### src/rtl/wb_commit_queue.sv
// rtl/wb_commit_queue.sv - in-order register writeback queue with youngest-first operand lookup
module wb_commit_queue #(
   parameter int ADDR_W = 5,
   parameter int DATA_W = 32,
   parameter int DEPTH  = 4
) (
   input  logic                      clk,
   input  logic                      rst,
   input  logic                      flush,
   input  logic                      in_valid,
   output logic                      in_ready,
   input  logic [ADDR_W-1:0]         in_addr,
   input  logic [DATA_W-1:0]         in_data,
   input  logic                      wb_stall,
   output logic                      write_enable,
   output logic [ADDR_W-1:0]         write_address,
   output logic [DATA_W-1:0]         write_value,
   input  logic [ADDR_W-1:0]         rs1_addr,
   output logic                      rs1_hit,
   output logic [DATA_W-1:0]         rs1_data,
   input  logic [ADDR_W-1:0]         rs2_addr,
   output logic                      rs2_hit,
   output logic [DATA_W-1:0]         rs2_data,
   output logic [$clog2(DEPTH):0]    q_count
);

   localparam int PTR_W = $clog2(DEPTH);
   localparam int CNT_W = PTR_W + 1;

   logic [ADDR_W-1:0] r_addr [DEPTH];
   logic [DATA_W-1:0] r_data [DEPTH];
   logic [DEPTH-1:0]  r_valid;
   logic [PTR_W-1:0]  r_head;
   logic [PTR_W-1:0]  r_tail;
   logic [CNT_W-1:0]  r_count;
   logic              r_we;
   logic [ADDR_W-1:0] r_wa;
   logic [DATA_W-1:0] r_wv;

   logic              w_enq;
   logic              w_deq;
   logic [PTR_W-1:0]  w_idx;

   assign in_ready      = (r_count < CNT_W'(DEPTH));
   // x0 writes complete the handshake but never occupy an entry
   assign w_enq         = in_valid && in_ready && (in_addr != '0);
   assign w_deq         = (r_count != '0) && !wb_stall;
   assign write_enable  = r_we;
   assign write_address = r_wa;
   assign write_value   = r_wv;
   assign q_count       = r_count;

   always_ff @(posedge clk) begin
      if (rst) begin
         r_head  <= '0;
         r_tail  <= '0;
         r_count <= '0;
         r_valid <= '0;
         r_we    <= 1'b0;
         r_wa    <= '0;
         r_wv    <= '0;
      end else if (flush) begin
         r_head  <= '0;
         r_tail  <= '0;
         r_count <= '0;
         r_valid <= '0;
         r_we    <= 1'b0;
      end else begin
         if (w_enq) begin
            r_addr[r_tail]  <= in_addr;
            r_data[r_tail]  <= in_data;
            r_valid[r_tail] <= 1'b1;
            r_tail          <= r_tail + PTR_W'(1);
         end
         if (w_deq) begin
            r_wa            <= r_addr[r_head];
            r_wv            <= r_data[r_head];
            r_we            <= 1'b1;
            r_valid[r_head] <= 1'b0;
            r_head          <= r_head + PTR_W'(1);
         end else begin
            r_we <= 1'b0;
         end
         case ({w_enq, w_deq})
            2'b10:   r_count <= r_count + CNT_W'(1);
            2'b01:   r_count <= r_count - CNT_W'(1);
            default: r_count <= r_count;
         endcase
      end
   end

   // Walk oldest to youngest so the last match wins, giving youngest-first priority
   always_comb begin
      rs1_hit  = 1'b0;
      rs1_data = '0;
      rs2_hit  = 1'b0;
      rs2_data = '0;
      w_idx    = '0;
      for (int i = 0; i < DEPTH; i++) begin
         w_idx = r_head + PTR_W'(i);
         if (r_valid[w_idx] && (rs1_addr != '0) && (r_addr[w_idx] == rs1_addr)) begin
            rs1_hit  = 1'b1;
            rs1_data = r_data[w_idx];
         end
         if (r_valid[w_idx] && (rs2_addr != '0) && (r_addr[w_idx] == rs2_addr)) begin
            rs2_hit  = 1'b1;
            rs2_data = r_data[w_idx];
         end
      end
   end

endmodule
### config.mk
export PLATFORM = sky130hd
export DESIGN_NAME = wb_commit_queue
export DESIGN_NICKNAME = d
export VERILOG_FILES = /design/src/rtl/wb_commit_queue.sv
export SDC_FILE = /design/constraint.sdc
export NUM_CORES = 1
export LEC_CHECK = 0
export CORE_UTILIZATION = 31
export DETAILED_ROUTE_END_ITERATION = 10
export HOLD_SLACK_MARGIN = 0.02
export PLACE_DENSITY = 0.5
export REMOVE_ABC_BUFFERS = 1
export SLEW_MARGIN = 20
export SYNTH_ARGS = -nofsm -noshare
export SYNTH_HDL_FRONTEND = slang
export SYNTH_SLANG_ARGS = --single-unit
### constraint.sdc
create_clock -name clk -period 5.3 [get_ports clk]
set_input_delay 0.795 -clock clk [delete_from_list [all_inputs] [get_ports clk]]
set_output_delay 0.795 -clock clk [all_outputs]
set_load 0.01 [all_outputs]
==> results of run 1 <==
## per-layer routing
layer	wire [um]	vias up	GRT usage (%)
met5	23	-	0
met3	2569	39	3.770
met2	20500	370	34.07
met1	17550	4950	26.61
met4	509	4	4.104
li1	-	4226	-
## what timing repair did
action                     CTS  global route
gates resized for setup      0             3
setup endpoints to repair    0            65
setup buffers                0             1
hold buffers                 0             0
## layout make-up
type,instances,area (um^2),share of cell area [%]
inverters,16,60.06,0.3874
clock buffers,25,506.7,3.269
flip-flops and latches,199,5475,35.32
clock inverters,7,67.56,0.4359
multi-input cells,690,6785,43.77
repair buffers,198,1949,12.58
well taps,525,656.9,4.238
## synthesized netlist by cell type (24+ instances only)
| cell type | count |
|---|---|
| sky130_fd_sc_hd__edfxtp_1 | 148 |
| sky130_fd_sc_hd__mux4_2 | 140 |
| sky130_fd_sc_hd__nand2_1 | 93 |
| sky130_fd_sc_hd__a21oi_1 | 75 |
| sky130_fd_sc_hd__clkbuf_1 | 59 |
| sky130_fd_sc_hd__nand3_1 | 54 |
| sky130_fd_sc_hd__dfxtp_1 | 51 |
| sky130_fd_sc_hd__nor2_1 | 47 |
| sky130_fd_sc_hd__o22ai_1 | 37 |
| sky130_fd_sc_hd__a31oi_1 | 29 |
| sky130_fd_sc_hd__mux2i_1 | 28 |
| sky130_fd_sc_hd__xnor2_1 | 26 |
| sky130_fd_sc_hd__mux2_2 | 24 |
## logic make-up after synthesis
kind of cell | after synthesis | synth area share [%]
xor+xnor | 40 | 2.753
fa+ha+maj | 10 | 1.042
mux | 200 | 29.86
simple gates | 235 | 8.487
flops | 199 | 42.95
compound gates | 205 | 10.81
buf+inv | 114 | 4.101
## through the flow
stage	util, %	power [uW]	area [um^2]	TNS [ps]	cells
after floorplan	-	1934	12260	-367360	905
after global placement	37.15	2071	14900	0	1627
after detailed placement	37.15	2072	14900	0	1627
after CTS	38.59	3367	15470	0	1659
after global routing	38.66	3454	15500	0	1660
final	38.66	3331	15500	0	1660
## state kept, by name, summed over array words and instances, names as in the netlist, named ones only
name,count
r_addr,20
r_data,128
r_valid,4
write_enable,1
write_address,5
r_tail,2
q_count,3
r_head,2
write_value,32
## worst min-delay path: stages (launching register included)
cell	delay (ps)
sky130_fd_sc_hd__dfxtp_1	310
sky130_fd_sc_hd__nand2_1	50
sky130_fd_sc_hd__a21oi_1	50
## power groups by stage
stage	Clock, uW	Sequential [uW]	Combinational (uW)
6_report	1300	1710	325
5_1_grt	1390	1710	351
4_1_cts	1330	1710	328
3_5_place_dp	0	1750	327
3_3_place_gp	0	1740	326
2_1_floorplan	0	1760	177
## worst max-delay path by stage
stage	from	end	slack, ps	cells past startpoint
final	r_head[0]$_SDFFE_PP0N_	rs2_data[11]	210	11
after global routing	r_head[0]$_SDFFE_PP0N_	rs2_data[17]	7	11
after CTS	r_head[0]$_SDFFE_PP0N_	rs2_data[3]	40	9
after detailed placement	rs2_addr[4]	rs2_data[3]	490	9
after global placement	rs2_addr[4]	rs2_data[17]	500	10
after floorplan	r_head[0]$_SDFFE_PP0N_	rs2_data[19]	-5750	6
==> impl_results.html, run 1 <==
<table>
<tr><th>Metric</th><th>Value</th></tr>
<tr><th colspan="2">Global routing</th></tr>
<tr><td>Number of global-route vias before repair</td><td>9829</td></tr>
<tr><td>First-pass GRT wire length</td><td>a little over 60000 um</td></tr>
<tr><td>Largest net degree at the start of global routing</td><td>46</td></tr>
<tr><td>Initial antenna violation count</td><td>2</td></tr>
<tr><td>Overall overflow remaining after global route</td><td>0</td></tr>
<tr><td>Combined global-route utilization of all metal layers</td><td>20.09%</td></tr>
<tr><th colspan="2">Clock tree</th></tr>
<tr><td>Sinks on Clock Net</td><td>199</td></tr>
<tr><td>Number of buffers on the longest clock path</td><td>2</td></tr>
<tr><td>Clock transition at the register clock pins on the worst setup and hold paths after CTS</td><td>around 70 ps</td></tr>
<tr><td>Root buffer cell</td><td>sky130_fd_sc_hd__clkbuf_16</td></tr>
<tr><td>CTS HTree Levels</td><td>4</td></tr>
<tr><td>Clock latency on the worst-skew pair</td><td>440 ps</td></tr>
<tr><td>CTS Buf Count</td><td>17</td></tr>
<tr><td>Clock tree from TritonCTS</td><td>yes</td></tr>
<tr><th colspan="2">Logic synthesis</th></tr>
<tr><td>Number of enable flip-flop cells after synthesis</td><td>between 100 and 150</td></tr>
<tr><td>Number of warnings reported in the yosys synthesis log</td><td>0</td></tr>
<tr><td>Mapped cell area</td><td>12720 um^2</td></tr>
<tr><td>Post-synth top flop</td><td>sky130_fd_sc_hd__edfxtp_1</td></tr>
<tr><td>Count of distinct cell types in the synthesized netlist</td><td>55</td></tr>
<tr><td>Top-area cell type share of the netlist area</td><td>34.93%</td></tr>
<tr><td>Flops &amp; latches, synth</td><td>199</td></tr>
<tr><td>Async set or reset register ratio after synthesis</td><td>0%</td></tr>
<tr><td>Cell taking the most area after synthesis</td><td>sky130_fd_sc_hd__edfxtp_1</td></tr>
<tr><td>Top post-synthesis cells by area</td><td>sky130_fd_sc_hd__edfxtp_1 (35%), sky130_fd_sc_hd__mux4_2 (25%), sky130_fd_sc_hd__dfxtp_1 (8.0%), sky130_fd_sc_hd__a21oi_1 (3.0%), sky130_fd_sc_hd__nand2_1 (2.7%)</td></tr>
<tr><td>Syn Area/Cell</td><td>12.69 um^2</td></tr>
<tr><td>Seq/Total Area, Yosys</td><td>42.95%</td></tr>
<tr><td>Gate Count Post-Synth</td><td>approximately 1000</td></tr>
<tr><th colspan="2">STA</th></tr>
<tr><td>Worst rel slew slack</td><td>32.54%</td></tr>
<tr><td>Setup Viol. Count Final</td><td>0</td></tr>
<tr><td>Setup WS post-layout</td><td>205.9 ps</td></tr>
<tr><td>Final Slew Violations</td><td>0</td></tr>
<tr><td>Maximum clock frequency</td><td>196.3 MHz</td></tr>
<tr><td>Slew at the pin with the worst max-slew slack</td><td>1012 ps</td></tr>
<tr><td>Worst Skew</td><td>9.324 ps</td></tr>
<tr><td>Tcrit/Tclk final</td><td>96.11%</td></tr>
<tr><td>Hold slack</td><td>roughly 450 ps</td></tr>
<tr><td>RSZ-0062 raised after global routing</td><td>false</td></tr>
<tr><td>Final Critical Period</td><td>5094 ps</td></tr>
<tr><td>Count of endpoints failing hold in the final timing report</td><td>0</td></tr>
<tr><th colspan="2">Hold path</th></tr>
<tr><td>Class of the tightest hold or removal check</td><td>flop to flop</td></tr>
<tr><td>Origin of the worst min-delay path</td><td>write_value[20]$_SDFFE_PP0P_</td></tr>
<tr><td>Worst hold path cell count</td><td>2</td></tr>
<tr><td>Destination of the worst hold path</td><td>write_value[20]$_SDFFE_PP0P_</td></tr>
<tr><th colspan="2">Power</th></tr>
<tr><td>Worst ir drop on vdd</td><td>between 0.15 and 0.2 mV</td></tr>
<tr><td>Leak Pwr</td><td>approximately 0.0046 uW</td></tr>
<tr><td>Proportion of power drawn by combinational gates</td><td>a little under 10%</td></tr>
<tr><td>Share of power burned in the clock network</td><td>38.9%</td></tr>
<tr><td>Sequential Power Share</td><td>51.3%</td></tr>
<tr><td>Switching component of the power</td><td>766.6 uW</td></tr>
<tr><td>Power density over the cells</td><td>214.9 nW/um^2</td></tr>
<tr><td>Cell internal power dissipation</td><td>about 2600 uW</td></tr>
<tr><td>Switching Fraction</td><td>23.01%</td></tr>
<tr><th colspan="2">Cells and area</th></tr>
<tr><td>Fillers</td><td>about 3800</td></tr>
<tr><td>Final layout net count</td><td>~1200</td></tr>
<tr><td>Most frequent standard cell in the layout excluding fill and tap cells</td><td>sky130_fd_sc_hd__clkdlybuf4s50_1</td></tr>
<tr><td>P&amp;R area growth vs syn</td><td>21.83%</td></tr>
<tr><td>Share of layout cells above drive strength 1</td><td>about 25%</td></tr>
<tr><td>Most frequent cells in the layout</td><td>sky130_fd_sc_hd__clkdlybuf4s50_1 (158), sky130_fd_sc_hd__edfxtp_1 (148), sky130_fd_sc_hd__mux4_2 (140)</td></tr>
<tr><td>Number of diodes</td><td>0</td></tr>
<tr><th colspan="2">Setup path</th></tr>
<tr><td>Largest driver fanout on the critical path</td><td>21</td></tr>
<tr><td>Buffer and inverter count on the worst path</td><td>3</td></tr>
<tr><td>CP Data Required Time</td><td>4510 ps</td></tr>
<tr><td>Element type at the critical path start</td><td>flop</td></tr>
<tr><td>Crit path largest cell delay</td><td>600 ps</td></tr>
<tr><td>CP delay by family, top</td><td>compound AO/OA/AOI/OAI gates</td></tr>
<tr><td>CP max-delay cell</td><td>sky130_fd_sc_hd__clkdlybuf4s50_1</td></tr>
<tr><td>Reg2Reg Capture Point</td><td>q_count[2]$_SDFFE_PP0P_</td></tr>
<tr><td>Critical path capture point type</td><td>primary output</td></tr>
<tr><td>Data arrival time at the worst-slack endpoint</td><td>around 4300 ps</td></tr>
<tr><td>Critical setup path kind</td><td>flop to primary output</td></tr>
<tr><td>R2R Path Start</td><td>q_count[2]$_SDFFE_PP0P_</td></tr>
<tr><td>Crit-path cells</td><td>inv_1 &gt; ha_4 &gt; mux4_2 &gt; a211o_1 &gt; o2bb2a_2 &gt; nand3_4 &gt; a21oi_4 &gt; buf_12 &gt; a22oi_2 &gt; a21oi_1 &gt; clkdlybuf4s50_1</td></tr>
<tr><td>R2r setup slk</td><td>2840 ps</td></tr>
<tr><td>Reg2Reg Depth</td><td>8</td></tr>
<tr><th colspan="2">Placed design</th></tr>
<tr><td>Global placer's final weighted congestion</td><td>around 0.81</td></tr>
<tr><td>Port Buf Inserts</td><td>159</td></tr>
<tr><td>Setup WS pre-CTS</td><td>487.9 ps</td></tr>
<tr><td>Post-detail-place hpwl</td><td>27510 um</td></tr>
<tr><th colspan="2">Detailed routing</th></tr>
<tr><td>Number of routed nets with antenna violations</td><td>0</td></tr>
<tr><td>Initial DRC count</td><td>827</td></tr>
<tr><td>Number of detailed-routing iterations run before antenna repair</td><td>5</td></tr>
<tr><td>Count of vias placed by the detailed router</td><td>9589</td></tr>
<tr><td>Via-to-Cell Ratio</td><td>roughly 5.8</td></tr>
<tr><td>Number of DRC violations after detailed routing</td><td>0</td></tr>
<tr><td>Routed wire length</td><td>41150 um</td></tr>
<tr><td>WL/cell</td><td>24.79 um</td></tr>
<tr><th colspan="2">Floorplanning</th></tr>
<tr><td>Horiz. Die Dim</td><td>about 200 um</td></tr>
<tr><td>Std cell rows</td><td>73</td></tr>
<tr><td>Area enclosed by the die boundary</td><td>41860 um^2</td></tr>
<tr><td>Initial standard-cell utilization of the core</td><td>31.73%</td></tr>
<tr><td>Number of ports placed on the die boundary</td><td>160</td></tr>
<tr><td>Floorplan Core Area</td><td>roughly 40000 um^2</td></tr>
<tr><td>Y dimension of the die</td><td>around 200 um</td></tr>
<tr><th colspan="2">Run status</th></tr>
<tr><td>Status</td><td>finished clean</td></tr>
<tr><th colspan="2">Run</th></tr>
<tr><td>MaxCap Viol Count</td><td>0</td></tr>
</table>
(Power assumes the default switching activity.)
==> run 2, diff against run 1 <==
- CORE_UTILIZATION: 31 -> 52
- HOLD_SLACK_MARGIN: 0.02 -> 0.15
- PLACE_DENSITY: 0.5 -> 0.76
==> impl_results.html, run 2 (synthesis gave the netlist of run 1 again) <==
<table>
<tr><th>Metric</th><th>Value</th></tr>
<tr><th colspan="2">Run status</th></tr>
<tr><td>Status</td><td>finished clean</td></tr>
<tr><th colspan="2">Global routing</th></tr>
<tr><td>Number of global-route vias before repair</td><td>9770</td></tr>
<tr><td>Largest net degree at the start of global routing</td><td>48</td></tr>
<tr><td>First-pass GRT wire length</td><td>54460 um</td></tr>
<tr><td>Combined global-route utilization of all metal layers</td><td>29.18%</td></tr>
<tr><td>Initial antenna violation count</td><td>2</td></tr>
<tr><td>Overall overflow remaining after global route</td><td>0</td></tr>
<tr><th colspan="2">Setup path</th></tr>
<tr><td>Reg2Reg Capture Point</td><td>q_count[2]$_SDFFE_PP0P_</td></tr>
<tr><td>Element type at the critical path start</td><td>flop</td></tr>
<tr><td>Largest driver fanout on the critical path</td><td>47</td></tr>
<tr><td>CP Data Required Time</td><td>between 4000 and 5000 ps</td></tr>
<tr><td>CP max-delay cell</td><td>sky130_fd_sc_hd__mux4_2</td></tr>
<tr><td>Crit-path cells</td><td>buf_4 &gt; mux4_2 &gt; xnor2_1 &gt; nand4_1 &gt; or4_1 &gt; and2_2 &gt; a31oi_1 &gt; clkdlybuf4s50_1</td></tr>
<tr><td>R2R Path Start</td><td>q_count[2]$_SDFFE_PP0P_</td></tr>
<tr><td>Critical setup path kind</td><td>flop to primary output</td></tr>
<tr><td>Critical path capture point type</td><td>primary output</td></tr>
<tr><td>Reg2Reg Depth</td><td>8</td></tr>
<tr><td>Data arrival time at the worst-slack endpoint</td><td>4320 ps</td></tr>
<tr><td>Source of the critical timing path</td><td>r_head[0]$_SDFFE_PP0N_</td></tr>
<tr><td>R2r setup slk</td><td>2800 ps</td></tr>
<tr><td>Crit path largest cell delay</td><td>640 ps</td></tr>
<tr><th colspan="2">Clock tree</th></tr>
<tr><td>CTS Buf Count</td><td>17</td></tr>
<tr><td>CTS HTree Levels</td><td>4</td></tr>
<tr><td>Clock transition at the register clock pins on the worst setup and hold paths after CTS</td><td>70 ps</td></tr>
<tr><td>Setup bufs post-CTS</td><td>0</td></tr>
<tr><td>Hold bufs inserted after CTS</td><td>0</td></tr>
<tr><td>Clock latency on the worst-skew pair</td><td>440 ps</td></tr>
<tr><td>Root buffer cell</td><td>sky130_fd_sc_hd__clkbuf_16</td></tr>
<tr><td>Number of buffers on the longest clock path</td><td>2</td></tr>
<tr><td>Clock tree from TritonCTS</td><td>yes</td></tr>
<tr><td>Number of instances resized during post-cts repair</td><td>0</td></tr>
<tr><td>Sinks on Clock Net</td><td>slightly below 200</td></tr>
<tr><th colspan="2">Cells and area</th></tr>
<tr><td>Share of layout cells above drive strength 1</td><td>between 20% and 30%</td></tr>
<tr><td>Most frequent cells in the layout</td><td>sky130_fd_sc_hd__clkdlybuf4s50_1 (158), sky130_fd_sc_hd__edfxtp_1 (148), sky130_fd_sc_hd__mux4_2 (140)</td></tr>
<tr><td>Number of flip-flops under the largest register name</td><td>about 130</td></tr>
<tr><td>Register with the most flip-flops</td><td>r_data</td></tr>
<tr><td>Most frequent standard cell in the layout excluding fill and tap cells</td><td>sky130_fd_sc_hd__clkdlybuf4s50_1</td></tr>
<tr><td>Final instance count without filler cells</td><td>1443</td></tr>
<tr><td>Final layout net count</td><td>1171</td></tr>
<tr><td>P&amp;R area growth vs syn</td><td>18.93%</td></tr>
<tr><td>Fillers</td><td>roughly 1700</td></tr>
<tr><th colspan="2">STA</th></tr>
<tr><td>Final Slew Violations</td><td>0</td></tr>
<tr><td>Slew at the pin with the worst max-slew slack</td><td>866.6 ps</td></tr>
<tr><td>Tcrit/Tclk final</td><td>96.52%</td></tr>
<tr><td>Maximum clock frequency</td><td>195.5 MHz</td></tr>
<tr><td>Count of endpoints failing hold in the final timing report</td><td>0</td></tr>
<tr><td>RSZ-0062 raised after global routing</td><td>false</td></tr>
<tr><td>Setup Viol. Count Final</td><td>0</td></tr>
<tr><td>Final Critical Period</td><td>5116 ps</td></tr>
<tr><td>Worst rel slew slack</td><td>42.22%</td></tr>
<tr><td>Setup WS post-layout</td><td>184.5 ps</td></tr>
<tr><td>Worst Skew</td><td>10.92 ps</td></tr>
<tr><td>Hold slack</td><td>between 400 and 500 ps</td></tr>
<tr><th colspan="2">Power</th></tr>
<tr><td>Worst ir drop on vdd</td><td>0.1945 mV</td></tr>
<tr><td>Leak Pwr</td><td>~0.0045 uW</td></tr>
<tr><td>Power density over the cells</td><td>214.6 nW/um^2</td></tr>
<tr><th colspan="2">Detailed routing</th></tr>
<tr><td>Number of DRC violations after detailed routing</td><td>0</td></tr>
<tr><td>Wire length on met3</td><td>between 4000 and 5000 um</td></tr>
<tr><td>Via-to-Cell Ratio</td><td>6.970</td></tr>
<tr><td>Count of vias placed by the detailed router</td><td>10058</td></tr>
<tr><td>Met2 layer wire length in the routed design</td><td>~17000 um</td></tr>
<tr><td>Number of routed nets with antenna violations</td><td>0</td></tr>
<tr><td>WL/cell</td><td>24.67 um</td></tr>
<tr><td>Routed wire length</td><td>approximately 36000 um</td></tr>
<tr><td>Number of detailed-routing iterations run before antenna repair</td><td>5</td></tr>
<tr><td>Topmost layer with routed signal wires</td><td>met4</td></tr>
<tr><td>Detailed-routing wirelength on met1</td><td>13350 um</td></tr>
<tr><td>Initial DRC count</td><td>1342</td></tr>
<tr><th colspan="2">Placed design</th></tr>
<tr><td>Post-detail-place hpwl</td><td>~23000 um</td></tr>
<tr><td>Setup WS pre-CTS</td><td>between 600 and 700 ps</td></tr>
<tr><td>Port Buf Inserts</td><td>~160</td></tr>
<tr><td>Number of placed cells counting well taps</td><td>1408</td></tr>
<tr><td>Global placer's final weighted congestion</td><td>0.8740</td></tr>
<tr><th colspan="2">Floorplanning</th></tr>
<tr><td>Number of ports placed on the die boundary</td><td>160</td></tr>
<tr><td>Floorplan Core Area</td><td>23750 um^2</td></tr>
<tr><td>Y dimension of the die</td><td>158.4 um</td></tr>
<tr><td>Std cell rows</td><td>56</td></tr>
<tr><td>Initial standard-cell utilization of the core</td><td>a little over half</td></tr>
<tr><td>Horiz. Die Dim</td><td>about 160 um</td></tr>
<tr><td>Area enclosed by the die boundary</td><td>25100 um^2</td></tr>
<tr><th colspan="2">Hold path</th></tr>
<tr><td>Worst hold path cell count</td><td>2</td></tr>
<tr><td>Origin of the worst min-delay path</td><td>write_address[1]$_SDFFE_PP0P_</td></tr>
<tr><td>Destination of the worst hold path</td><td>write_address[1]$_SDFFE_PP0P_</td></tr>
<tr><td>Class of the tightest hold or removal check</td><td>flop to flop</td></tr>
<tr><th colspan="2">Run</th></tr>
<tr><td>MaxCap Viol Count</td><td>0</td></tr>
</table>
==> run 2: layout make-up <==
type,count,area [um^2],area share (%)
repair buffers,185,1852,12.24
diodes,2,5.005,0.03307
clock inverters,12,92.59,0.6119
flip-flops and latches,199,5475,36.18
well taps,319,399.1,2.638
clock buffers,20,446.7,2.952
inverters,16,60.06,0.3969
multi-input cells,690,6802,44.95
==> run 2: worst max path at each step <==
stage                         endpoint  slack [ps]  cells after the start
after CTS                 rs1_data[22]         140                      8
after floorplan           rs2_data[19]       -5750                      6
after global placement    rs2_data[31]         730                     10
after global routing       rs1_data[1]          20                      9
final                     rs1_data[22]         180                      8
after detailed placement  rs1_data[22]         630                      8
==> run 2: worst max-delay path: cells and delay by family (launching register included) <==
| kind | cells | cell delay [ps] |
|---|---|---|
| xor+xnor | 1 | 170 |
| mux | 1 | 640 |
| simple gates | 3 | 1110 |
| flops | 1 | 350 |
| buf+inv | 2 | 1190 |
| compound gates | 1 | 400 |
==> run 2: stage by stage <==
step | total power [uW] | util (%) | instance area, um^2 | TNS [ps]
floorplan | 1934 | - | 12260 | -367360
global placement | 2054 | 61.23 | 14540 | 0
detailed placement | 2060 | 61.23 | 14540 | 0
CTS | 3241 | 63.50 | 15080 | 0
global route | 3326 | 63.70 | 15130 | 0
finish | 3247 | 63.71 | 15130 | 0
==> run 2: report_power, final <==
part	internal, uW	switching (uW)	leakage (uW)
logic	156	165	0.00252
clock network	620	596	0.000262
registers	1690	18.4	0.00175
total	2470	779	0.00453
==> run 2: per-layer routing <==
layer / GRT usage, % / up-vias
met4: 12.45 / 0
met2: 46.41 / 780
li1: - / 4216
met1: 39.25 / 4955
met5: 0 / -
met3: 5.743 / 107
==> run 3, diff against run 2 <==
- MAX_ROUTING_LAYER: unset -> met4
==> impl_results.html, run 3 (synthesis gave the netlist of run 1 again) <==
<table>
<tr><th>Metric</th><th>Value</th></tr>
<tr><th colspan="2">Setup path</th></tr>
<tr><td>CP delay by family, top</td><td>buffers and inverters</td></tr>
<tr><td>Data arrival time at the worst-slack endpoint</td><td>4280 ps</td></tr>
<tr><td>Crit path largest cell delay</td><td>roughly 640 ps</td></tr>
<tr><td>CP max-delay cell</td><td>sky130_fd_sc_hd__mux4_2</td></tr>
<tr><td>Critical setup path kind</td><td>flop to primary output</td></tr>
<tr><td>Buffer and inverter count on the worst path</td><td>3</td></tr>
<tr><td>Critical path capture point type</td><td>primary output</td></tr>
<tr><td>Crit-path cells</td><td>buf_12 &gt; mux4_2 &gt; xnor2_1 &gt; nand4_1 &gt; or4_1 &gt; o21bai_4 &gt; buf_4 &gt; o22ai_1 &gt; a31oi_1 &gt; clkdlybuf4s50_1</td></tr>
<tr><td>Element type at the critical path start</td><td>flop</td></tr>
<tr><td>Largest driver fanout on the critical path</td><td>roughly 120</td></tr>
<tr><td>CP Data Required Time</td><td>4510 ps</td></tr>
<tr><th colspan="2">Floorplanning</th></tr>
<tr><td>Floorplan Core Area</td><td>roughly 24000 um^2</td></tr>
<tr><td>Horiz. Die Dim</td><td>158.4 um</td></tr>
<tr><td>Number of ports placed on the die boundary</td><td>160</td></tr>
<tr><td>Y dimension of the die</td><td>158.4 um</td></tr>
<tr><td>Area enclosed by the die boundary</td><td>25100 um^2</td></tr>
<tr><td>Initial standard-cell utilization of the core</td><td>53.57%</td></tr>
<tr><td>Std cell rows</td><td>56</td></tr>
<tr><th colspan="2">Placed design</th></tr>
<tr><td>Global placer's final weighted congestion</td><td>0.8755</td></tr>
<tr><td>Placement Cell Area</td><td>14530 um^2</td></tr>
<tr><td>Post-detail-place hpwl</td><td>22190 um</td></tr>
<tr><td>Port Buf Inserts</td><td>159</td></tr>
<tr><td>Setup WS pre-CTS</td><td>593.5 ps</td></tr>
<tr><th colspan="2">Cells and area</th></tr>
<tr><td>Final layout net count</td><td>1168</td></tr>
<tr><td>Number of flip-flops under the largest register name</td><td>128</td></tr>
<tr><td>Most frequent cells in the layout</td><td>sky130_fd_sc_hd__clkdlybuf4s50_1 (158), sky130_fd_sc_hd__edfxtp_1 (148), sky130_fd_sc_hd__mux4_2 (140)</td></tr>
<tr><td>Most frequent standard cell in the layout excluding fill and tap cells</td><td>sky130_fd_sc_hd__clkdlybuf4s50_1</td></tr>
<tr><td>Post-route design area</td><td>15110 um^2</td></tr>
<tr><td>Register with the most flip-flops</td><td>r_data</td></tr>
<tr><td>Share of layout cells above drive strength 1</td><td>roughly a quarter</td></tr>
<tr><td>Fillers</td><td>1741</td></tr>
<tr><td>P&amp;R area growth vs syn</td><td>18.78%</td></tr>
<tr><th colspan="2">Power</th></tr>
<tr><td>Share of power burned in the clock network</td><td>38.6%</td></tr>
<tr><td>Power Total</td><td>approximately 3300 uW</td></tr>
<tr><td>Switching Fraction</td><td>between 20% and 30%</td></tr>
<tr><td>Cell internal power dissipation</td><td>2544 uW</td></tr>
<tr><td>Leak Pwr</td><td>between 0.004 and 0.005 uW</td></tr>
<tr><td>Power density over the cells</td><td>218.8 nW/um^2</td></tr>
<tr><td>Proportion of power drawn by combinational gates</td><td>9.7%</td></tr>
<tr><td>Switching component of the power</td><td>763.1 uW</td></tr>
<tr><td>Worst ir drop on vdd</td><td>0.1647 mV</td></tr>
<tr><td>Sequential Power Share</td><td>51.7%</td></tr>
<tr><th colspan="2">Clock tree</th></tr>
<tr><td>Setup bufs post-CTS</td><td>0</td></tr>
<tr><td>CTS HTree Levels</td><td>4</td></tr>
<tr><td>Hold bufs inserted after CTS</td><td>0</td></tr>
<tr><td>Clock tree from TritonCTS</td><td>yes</td></tr>
<tr><td>Number of buffers on the longest clock path</td><td>2</td></tr>
<tr><td>Number of instances resized during post-cts repair</td><td>0</td></tr>
<tr><td>CTS Buf Count</td><td>17</td></tr>
<tr><td>Root buffer cell</td><td>sky130_fd_sc_hd__clkbuf_16</td></tr>
<tr><td>Clock latency on the worst-skew pair</td><td>around 430 ps</td></tr>
<tr><td>Clock transition at the register clock pins on the worst setup and hold paths after CTS</td><td>70 ps</td></tr>
<tr><td>Sinks on Clock Net</td><td>199</td></tr>
<tr><th colspan="2">STA</th></tr>
<tr><td>Maximum clock frequency</td><td>just under 200 MHz</td></tr>
<tr><td>Setup Viol. Count Final</td><td>0</td></tr>
<tr><td>Final Critical Period</td><td>about 5100 ps</td></tr>
<tr><td>Count of endpoints failing hold in the final timing report</td><td>0</td></tr>
<tr><td>Slew at the pin with the worst max-slew slack</td><td>approximately 1100 ps</td></tr>
<tr><td>Setup WS post-layout</td><td>226.5 ps</td></tr>
<tr><td>Final Slew Violations</td><td>0</td></tr>
<tr><td>Setup TNS</td><td>0 ps</td></tr>
<tr><td>Worst Skew</td><td>8.413 ps</td></tr>
<tr><td>RSZ-0062 raised after global routing</td><td>false</td></tr>
<tr><td>Hold slack</td><td>between 400 and 500 ps</td></tr>
<tr><td>Tcrit/Tclk final</td><td>about 96%</td></tr>
<tr><td>Worst rel slew slack</td><td>24.95%</td></tr>
<tr><th colspan="2">Global routing</th></tr>
<tr><td>Largest net degree at the start of global routing</td><td>125</td></tr>
<tr><td>Initial antenna violation count</td><td>3</td></tr>
<tr><td>Overall overflow remaining after global route</td><td>0</td></tr>
<tr><td>Combined global-route utilization of all metal layers</td><td>29.80%</td></tr>
<tr><td>First-pass GRT wire length</td><td>53360 um</td></tr>
<tr><td>Number of global-route vias before repair</td><td>9625</td></tr>
<tr><th colspan="2">Detailed routing</th></tr>
<tr><td>Count of vias placed by the detailed router</td><td>9914</td></tr>
<tr><td>Number of DRC violations after detailed routing</td><td>0</td></tr>
<tr><td>Routed wire length</td><td>35250 um</td></tr>
<tr><td>WL/cell</td><td>~24 um</td></tr>
<tr><td>Number of routed nets with antenna violations</td><td>0</td></tr>
<tr><td>Initial DRC count</td><td>1154</td></tr>
<tr><td>Via-to-Cell Ratio</td><td>6.880</td></tr>
<tr><td>Number of detailed-routing iterations run before antenna repair</td><td>8</td></tr>
<tr><th colspan="2">Hold path</th></tr>
<tr><td>Class of the tightest hold or removal check</td><td>flop to flop</td></tr>
<tr><th colspan="2">Run</th></tr>
<tr><td>MaxCap Viol Count</td><td>0</td></tr>
<tr><th colspan="2">Run status</th></tr>
<tr><td>Status</td><td>finished clean</td></tr>
</table>
-- run 3: cell count changes in the layout (fill, tap and decap cells not counted), moves of 2 or more --
cell | previous run | this run
sky130_fd_sc_hd__buf_4 | 21 | 19
sky130_fd_sc_hd__bufinv_16 | 0 | 2
sky130_fd_sc_hd__clkinv_2 | 2 | 4
sky130_fd_sc_hd__inv_6 | 4 | 0
-- run 3: cell type report --
cell class                 count  area [um^2]  share of cell area [%]
antenna                        3        7.507                 0.04967
clock buffer                  20        436.7                   2.889
clock inverter                12        128.9                  0.8527
inverter                      16        60.06                  0.3974
multi-input combinational    690         6797                   44.97
sequential                   199         5475                   36.23
tap                          319        399.1                   2.641
timing repair buffer         182         1809                   11.97
-- run 3: worst paths after layout --
path                                startpoint                            to  slack, ps  cells past startpoint
setup / recovery        r_head[0]$_SDFFE_PP0N_                   rs1_data[1]        230                     10
hold reg to reg   write_value[24]$_SDFFE_PP0P_  write_value[24]$_SDFFE_PP0P_        460                      2
setup reg to reg       q_count[2]$_SDFFE_PP0P_       q_count[2]$_SDFFE_PP0P_       2890                      8
hold / removal    write_value[24]$_SDFFE_PP0P_  write_value[24]$_SDFFE_PP0P_        460                      2
-- run 3: stage by stage --
stage | cells | utilization (%)
after floorplan | 905 | -
after global placement | 1406 | 61.16
after detailed placement | 1406 | 61.16
after CTS | 1438 | 63.54
after global routing | 1441 | 63.63
final | 1441 | 63.63
-- run 3: routing by layer --
layer / share of wire (%) / routed length [um] / vias to the layer above / track usage (%)
met3: 9.6 / 3391 / 81 / 5.308
met2: 48 / 16860 / 684 / 46.07
met1: 40 / 14110 / 4957 / 38.68
met4: 2.5 / 893 / 0 / 13.37
met5: 0 / 0 / - / -
li1: - / - / 4192 / -
-- run 3: worst reg2reg max path, delay by kind of cell (launching register included) --
| kind | cells | cell delay, ps |
|---|---|---|
| buf+inv | 1 | 60 |
| compound gates | 1 | 140 |
| fa+ha+maj | 2 | 680 |
| xor+xnor | 1 | 160 |
| flops | 1 | 400 |
| simple gates | 3 | 900 |
-- run 3: power by group through the flow --
stage          Sequential, uW  Combinational [uW]  Clock [uW]
6_report                 1710                 319        1280
5_1_grt                  1710                 341        1340
4_1_cts                  1710                 317        1280
3_5_place_dp             1750                 315           0
3_3_place_gp             1740                 311           0
2_1_floorplan            1760                 177           0
